==> src/rtl/serial_addsub_n.sv <==
// Bit-serial adder/subtractor: a single full-adder slice walks the operands
// LSB first, producing a WIDTH-bit result, carry-out and signed overflow.
module serial_addsub_n #(
   parameter int WIDTH = 8
) (
   input  logic             CLOCK_50,
   input  logic             resetn,
   input  logic [WIDTH-1:0] A,
   input  logic [WIDTH-1:0] B,
   input  logic             Cin,
   input  logic             sub,
   input  logic             start,
   output logic [WIDTH-1:0] S,
   output logic             Cout,
   output logic             OVF,
   output logic             busy,
   output logic             done
);

   localparam int CW = (WIDTH > 1) ? $clog2(WIDTH) : 1;

   typedef enum logic [1:0] {
      IDLE = 2'd0,
      RUN  = 2'd1,
      DONE = 2'd2
   } state_t;

   state_t           state;
   logic [CW-1:0]    cnt;
   logic [WIDTH-1:0] opa;
   logic [WIDTH-1:0] opb;
   logic             carry;

   logic             a_bit;
   logic             b_bit;
   logic             sum_bit;
   logic             carry_next;
   logic             last_bit;

   // The one full-adder slice, fed from the bit selected by the counter.
   always_comb begin
      a_bit      = opa[cnt];
      b_bit      = opb[cnt];
      sum_bit    = a_bit ^ b_bit ^ carry;
      carry_next = (a_bit & b_bit) | (a_bit & carry) | (b_bit & carry);
      last_bit   = (cnt == CW'(WIDTH - 1));
   end

   always_ff @(posedge CLOCK_50 or negedge resetn) begin
      if (!resetn) begin
         state <= IDLE;
         cnt   <= '0;
         opa   <= '0;
         opb   <= '0;
         carry <= 1'b0;
         S     <= '0;
         Cout  <= 1'b0;
         OVF   <= 1'b0;
         busy  <= 1'b0;
         done  <= 1'b0;
      end else begin
         case (state)
            IDLE: begin
               done <= 1'b0;
               if (start) begin
                  // Subtraction is A + ~B + 1, so the carry seeds the +1.
                  opa   <= A;
                  opb   <= sub ? ~B : B;
                  carry <= sub ? 1'b1 : Cin;
                  cnt   <= '0;
                  busy  <= 1'b1;
                  state <= RUN;
               end
            end
            RUN: begin
               S     <= {sum_bit, S[WIDTH-1:1]};
               carry <= carry_next;
               cnt   <= cnt + 1'b1;
               if (last_bit) begin
                  Cout  <= carry_next;
                  OVF   <= carry ^ carry_next;
                  busy  <= 1'b0;
                  done  <= 1'b1;
                  state <= DONE;
               end
            end
            DONE: begin
               done  <= 1'b0;
               state <= IDLE;
            end
            default: begin
               busy  <= 1'b0;
               done  <= 1'b0;
               state <= IDLE;
            end
         endcase
      end
   end

endmodule

==> config.mk <==
export PLATFORM = sky130hd
export DESIGN_NAME = serial_addsub_n
export DESIGN_NICKNAME = d
export VERILOG_FILES = /design/src/rtl/serial_addsub_n.sv
export SDC_FILE = /design/constraint.sdc
export NUM_CORES = 1
export LEC_CHECK = 0
export ABC_AREA = 1
export CAP_MARGIN = 20
export CORE_MARGIN = 2
export CORE_UTILIZATION = 54
export CTS_BUF_LIST = sky130_fd_sc_hd__clkbuf_16
export DETAILED_ROUTE_END_ITERATION = 6
export PLACE_DENSITY = 0.83
export SETUP_SLACK_MARGIN = 0.02
export SYNTH_ARGS = -nofsm -noshare
export SYNTH_HDL_FRONTEND = slang
export SYNTH_SLANG_ARGS = --single-unit
==> constraint.sdc <==
create_clock -name CLOCK_50 -period 3.2 [get_ports CLOCK_50]
set_clock_uncertainty 0.05 [all_clocks]
set_input_delay 0.64 -clock CLOCK_50 [delete_from_list [all_inputs] [get_ports CLOCK_50]]
set_output_delay 0.64 -clock CLOCK_50 [all_outputs]
set_load 0.03 [all_outputs]
==> results of run 1 <==
==> registers in the layout, indices dropped and copies added (netlist names) <==
name / count
OVF: 1
busy: 1
Cout: 1
opa: 8
S: 8
carry: 1
state: 2
opb: 8
done: 1
cnt: 3
==> power groups by stage <==
stage                     clock network, mW  registers [mW]  logic (mW)
after floorplan                           0           0.864       0.582
final                                 0.450           0.762       0.970
after global placement                    0           0.758       0.932
after detailed placement                  0           0.766       0.971
after CTS                             0.457           0.762       0.984
after global routing                  0.480           0.787        1.09
==> metal layers <==
layer,vias to the layer above,GRT usage (%),part of all wire [%]
met5,-,0,0
met4,0,9.42,1.3
met3,6,6.59,4.9
met2,31,34.4,49
met1,600,23.7,45
li1,652,-,-
==> placed cells by master (no fill, tap or decap) <==
cell type         n
nand3_1          15
clkinv_1          2
nor2_1            2
clkdlybuf4s50_1  32
dfrtp_1          34
nand2_2           1
clkbuf_16         5
o21ai_0          18
nor2_2            2
fa_1              1
inv_1            25
buf_4             1
ha_1              2
xnor2_1           8
clkinv_2          1
o21ai_1           4
o21ai_2           8
nor2_4            1
nand2_1          57
clkinvlp_4        1
inv_2             4
==> through the flow <==
stage	setup WS, ns	utilization (%)	power (mW)	instances
6_report	1.07	74.6	2.18	255
5_1_grt	0.914	74.6	2.36	255
4_1_cts	1.06	74.6	2.20	255
3_5_place_dp	1.09	69.6	1.74	247
3_3_place_gp	1.14	69.6	1.69	247
2_1_floorplan	1.42	-	1.45	189
==> synthesized netlist by cell type, drive strengths merged <==
master,n
clkbuf,1
dfrtp,34
buf,5
nor2,5
clkinv,1
ha,2
nand2,58
xnor2,8
nand3,15
inv,29
o21ai,30
fa,1
==> kinds of logic (layout without fill, tap and decap cells) <==
| kind of cell | count (synthesis) | count (layout) | synth area share [%] |
|---|---|---|---|
| and+or+nand+nor | 78 | 78 | 20.1 |
| buffers and inverters | 36 | 71 | 9.53 |
| DFF | 34 | 34 | 52.3 |
| AOI/OAI and AO/OA | 30 | 30 | 11.1 |
| xor gates and xnor gates | 8 | 8 | 4.30 |
| adders and majority gates | 3 | 3 | 2.77 |
==> area by class of cell <==
type | instances | area, um2 | share of cell area (%)
flip-flops and latches | 34 | 851 | 40.6
multi-input cells | 119 | 622 | 29.7
repair buffers | 33 | 328 | 15.7
clock buffers | 5 | 125 | 5.98
inverters | 30 | 113 | 5.38
well taps | 31 | 38.8 | 1.85
clock inverters | 3 | 16.3 | 0.777
==> final timing paths <==
path	slack, ns	cells past startpoint	end
worst max-delay path	1.07	10	OVF
worst min-delay path	0.44	2	opb[4]
worst max register to register	1.07	10	OVF
worst min register to register	0.44	2	opb[4]
max in group asynchronous	2.08	2	opa[7]
min in group asynchronous	0.71	2	opa[3]
==> critical path, delay by kind of cell, from the launching register on <==
family | cells | cell delay (ns)
and+or+nand+nor | 7 | 0.57
adders and majority gates | 1 | 0.41
buffers and inverters | 2 | 0.45
DFF | 1 | 0.53
==> flow_summary.toml, run 1 <==
[detailed_routing]
drt-initial-drc-count = 65
drc_errors = 3
viasPerCell = 5.05
drt_first_pass_iters = 7
wl_per_cell_um = 12.2
wirelength_um = 3120
ant_nets = 0
vias = 1289

[global_route]
grt_pass1_vias = 1229
antenna_found_initial = 0
overflow = 0
grt_max_degree = 35
grt_pass1_wl_um = 5230
grt_use_total_pct = 20.5

[synth]
syn_area_um2 = 1630
syn-mean-instance-area_um2 = 8.61
synth_area_leaders = "dfrtp_1 (52%), nand2_1 (13%), inv_1 (5.8%)"
synth_top_area_cell = "dfrtp_1"
synth.distinct_cells = 19
yosys.area.top_type_share_pct = 52.3
synth_nets = 213
yosysWarnings = 0
ys_seq_area_share_pct = 52.3
syn_inst = 189
ys_ff_latch = 34

[floorplan]
start_util_pct = 58.0
die_area_um2 = 3470
io_pins = 33
placeableCoreArea_um2 = 2810
fp.dieW_um = 58.9
fp.dieH_um = 58.9
num_rows = 19

[cts]
cts-buffers-inserted = 5
hold_buffers = 0
htreeDepth = 2
clock_path_buffers = 2
post_cts_buffers = 0
clk_latency_ns = 0.27
clock-sinks = 34
ctsResizeCount = 0
cts_tree = "built"
clk_pin_slew_worst_paths_ns = 0.05
clockRootBuffer = "clkbuf_16"

[timing]
finalCritPeriodShare_pct = 66.7
setup_viol = 0
report.final.slew_viol_count = 0
layout_min_cycle_time_ns = 2.13
maxSlewHeadroom_pct = 66.2
fin_setup_tns_ns = 0
hold_violations = 0
rsz0062_at_grt = "no"
max_slew.worst_pin.slew_ns = 0.507
clock.fmax_ghz = 0.469
holdWs_ns = 0.443

[place]
port_buffers = 32
place_area_um2 = 1950
gp_congestion = 0.821
place.detailed.hpwl_um = 2240

[run_status]
status = "finished, violations left"
violations = "DRC"

[finish]
fin_area_um2 = 2090
n_fill_cell = 208
layout-drive-gt1-share_pct = 10.7
antenna_cells = 0
area_growth_pct = 28.6
fin_nets = 247

[power_and_ir_drop]
switching_power_mw = 0.891
leakagePower_nw = 1.00
power.density_nw_per_um2 = 1040
irDropWorstVdd_uv = 572
p_int_mw = 1.29
seqPwrFrac_pct = 34.9
p_sw_share_pct = 40.8
power_frac_clock_pct = 20.6
comb_power_share_pct = 44.4

[worst_setup_path]
cp_slowest_cell = "dfrtp_1"
crit_arrival_ns = 2.24
path_max_fanout = 10
critical_path.startpoint = "cnt[0]"
cpPeakStageDelay_ns = 0.53
worstPathCellList = "clkinv_1, nand2_1, nand3_1, nand3_1, nand2_1, fa_1, inv_1, nand2_1, nand3_1, nand2_1"
path_class = "reg2reg"
r2r-start = "cnt[0]"
crit_path_end_kind = "register"
cp_common_cell = "nand2_1"
required_ns = 3.31
startpoint_type = "register"

[min_path]
min_path_type = "reg2reg"
min_from = "opb[4]"

[flow_run]
max_cap_violations = 0
(Power assumes the default switching activity.)
==> inputs of run 2 (changes only) <==
--- a/config.mk
+++ b/config.mk
@@ -8,10 +8,10 @@
 export ABC_AREA = 1
 export CAP_MARGIN = 20
 export CORE_MARGIN = 2
-export CORE_UTILIZATION = 54
+export CORE_UTILIZATION = 45
 export CTS_BUF_LIST = sky130_fd_sc_hd__clkbuf_16
 export DETAILED_ROUTE_END_ITERATION = 6
-export PLACE_DENSITY = 0.83
+export PLACE_DENSITY = 0.74
 export SETUP_SLACK_MARGIN = 0.02
 export SYNTH_ARGS = -nofsm -noshare
 export SYNTH_HDL_FRONTEND = slang
==> constraint.sdc (replaced) <==
create_clock -name CLOCK_50 -period 1.8 [get_ports CLOCK_50]
set_clock_uncertainty 0.05 [all_clocks]
set_input_delay 0.36 -clock CLOCK_50 [delete_from_list [all_inputs] [get_ports CLOCK_50]]
set_output_delay 0.36 -clock CLOCK_50 [all_outputs]
set_load 0.03 [all_outputs]
==> flow_summary.toml, run 2 (same netlist as run 1, synthesis figures left out) <==
[cts]
clk_pin_slew_worst_paths_ns = 0.05
clockRootBuffer = "clkbuf_16"
clock_path_buffers = 2
htreeDepth = 2
cts-buffers-inserted = 5
post_cts_buffers = 0
ctsResizeCount = 0
clk_latency_ns = 0.27
hold_buffers = 0
clock-sinks = 34
cts_tree = "built"

[detailed_routing]
drt-initial-drc-count = 79
ant_nets = 0
route.met3.wl_um = 122
dr.max_layer_used = "met4"
wirelength_um = 3100
drc_errors = 0
drt_first_pass_iters = 4
viasPerCell = 4.71
wl_met1_um = 1380
wl_met2_um = 1570
wl_per_cell_um = 11.4
vias = 1287

[finish]
regArea_um2 = 851
instances_no_fill = 273
final_cell_mix = "nand2_1 (57), dfrtp_1 (34), clkdlybuf4s50_1 (32)"
area_growth_pct = 32.8
n_fill_cell = 302
top_regs = "S x8, opa x8, opb x8"
multi_input_area_um2 = 624
layout-drive-gt1-share_pct = 14.1
final_common_cell = "nand2_1"
antenna_cells = 0
fin_area_um2 = 2160
fin_nets = 250

[global_route]
grt_use_total_pct = 17.6
antenna_found_initial = 0
grt_pass1_vias = 1265
overflow = 0
grt_pass1_wl_um = 5580
grt_max_degree = 35

[worst_setup_path]
required_ns = 1.39
startpoint_type = "register"
rr_worst_depth = 10
path_buf_inv = 1
r2r_slack_ns = 0.16
r2r-start = "cnt[0]"
path_max_fanout = 3
cpPeakStageDelay_ns = 0.68
crit_family = "buffers and inverters"
worstPathCellList = "clkdlybuf4s50_1"
cp_slowest_cell = "clkdlybuf4s50_1"
crit_path_end_kind = "primary output"
path_class = "reg2out"
crit_arrival_ns = 1.31
reg2reg_to = "OVF"

[floorplan]
io_pins = 33
fp.dieW_um = 64.1
fp.dieH_um = 64.1
start_util_pct = 47.7
die_area_um2 = 4110
num_rows = 21
placeableCoreArea_um2 = 3420

[place]
place_area_um2 = 1990
place.detailed.hpwl_um = 2140
dp_cells = 265
port_buffers = 32
gp_congestion = 0.830

[timing]
holdWs_ns = 0.431
fin_setup_tns_ns = 0
rsz0062_at_grt = "no"
layout_min_cycle_time_ns = 1.72
finalCritPeriodShare_pct = 95.7
maxSlewHeadroom_pct = 69.5
clock.fmax_ghz = 0.580
hold_violations = 0
setup_viol = 0
max_slew.worst_pin.slew_ns = 0.457
report.final.slew_viol_count = 0

[power_and_ir_drop]
comb_power_share_pct = 44.6
irDropWorstVdd_uv = 842
p_total_mw = 4.09
power_frac_clock_pct = 22.9
p_int_mw = 2.50
p_sw_share_pct = 38.9
seqPwrFrac_pct = 32.6
power.density_nw_per_um2 = 1890
switching_power_mw = 1.59
leakagePower_nw = 1.03

[run_status]
status = "completed"

[flow_run]
max_cap_violations = 0

[min_path]
min_path_type = "reg2reg"
min_from = "opb[3]"
hold_path_end = "opb[3]"
worstHoldPathCells = 2
run 2: routing by layer:
layer / up-vias / GRT usage [%]
li1: 661 / -
met1: 590 / 22.3
met2: 33 / 29.6
met3: 3 / 3.70
met4: 0 / 6.38
met5: - / 0
run 2: layout make-up:
| class | instances | share of cell area, % |
|---|---|---|
| flip-flops and latches | 34 | 39.4 |
| well taps | 46 | 2.66 |
| clock inverters | 3 | 1.85 |
| inverters | 30 | 5.27 |
| repair buffers | 36 | 16.2 |
| clock buffers | 5 | 5.79 |
| multi-input cells | 119 | 28.9 |
run 2: worst max-delay path by stage:
stage | start | endpoint | slack [ns] | cells past startpoint
finish | S[7] | S[7] | 0.08 | 1
detailed placement | cnt[0] | OVF | 0.1 | 10
global placement | cnt[0] | OVF | 0.16 | 10
floorplan | cnt[0] | OVF | 0.11 | 11
global route | cnt[0] | OVF | 0.02 | 10
CTS | S[7] | S[7] | 0.06 | 1
run 2: power groups by stage:
stage	Clock [mW]	Combinational, mW	Sequential [mW]
6_report	0.937	1.82	1.33
5_1_grt	0.984	2.09	1.38
4_1_cts	0.952	1.82	1.34
3_5_place_dp	0	1.79	1.34
3_3_place_gp	0	1.75	1.32
2_1_floorplan	0	1.04	1.54
run 2: metrics by stage:
step / util, % / setup WS (ns)
2_1_floorplan: - / 0.105
6_report: 63.3 / 0.0769
4_1_cts: 63.2 / 0.0603
3_5_place_dp: 58.4 / 0.0999
3_3_place_gp: 58.4 / 0.158
5_1_grt: 63.3 / 0.0207
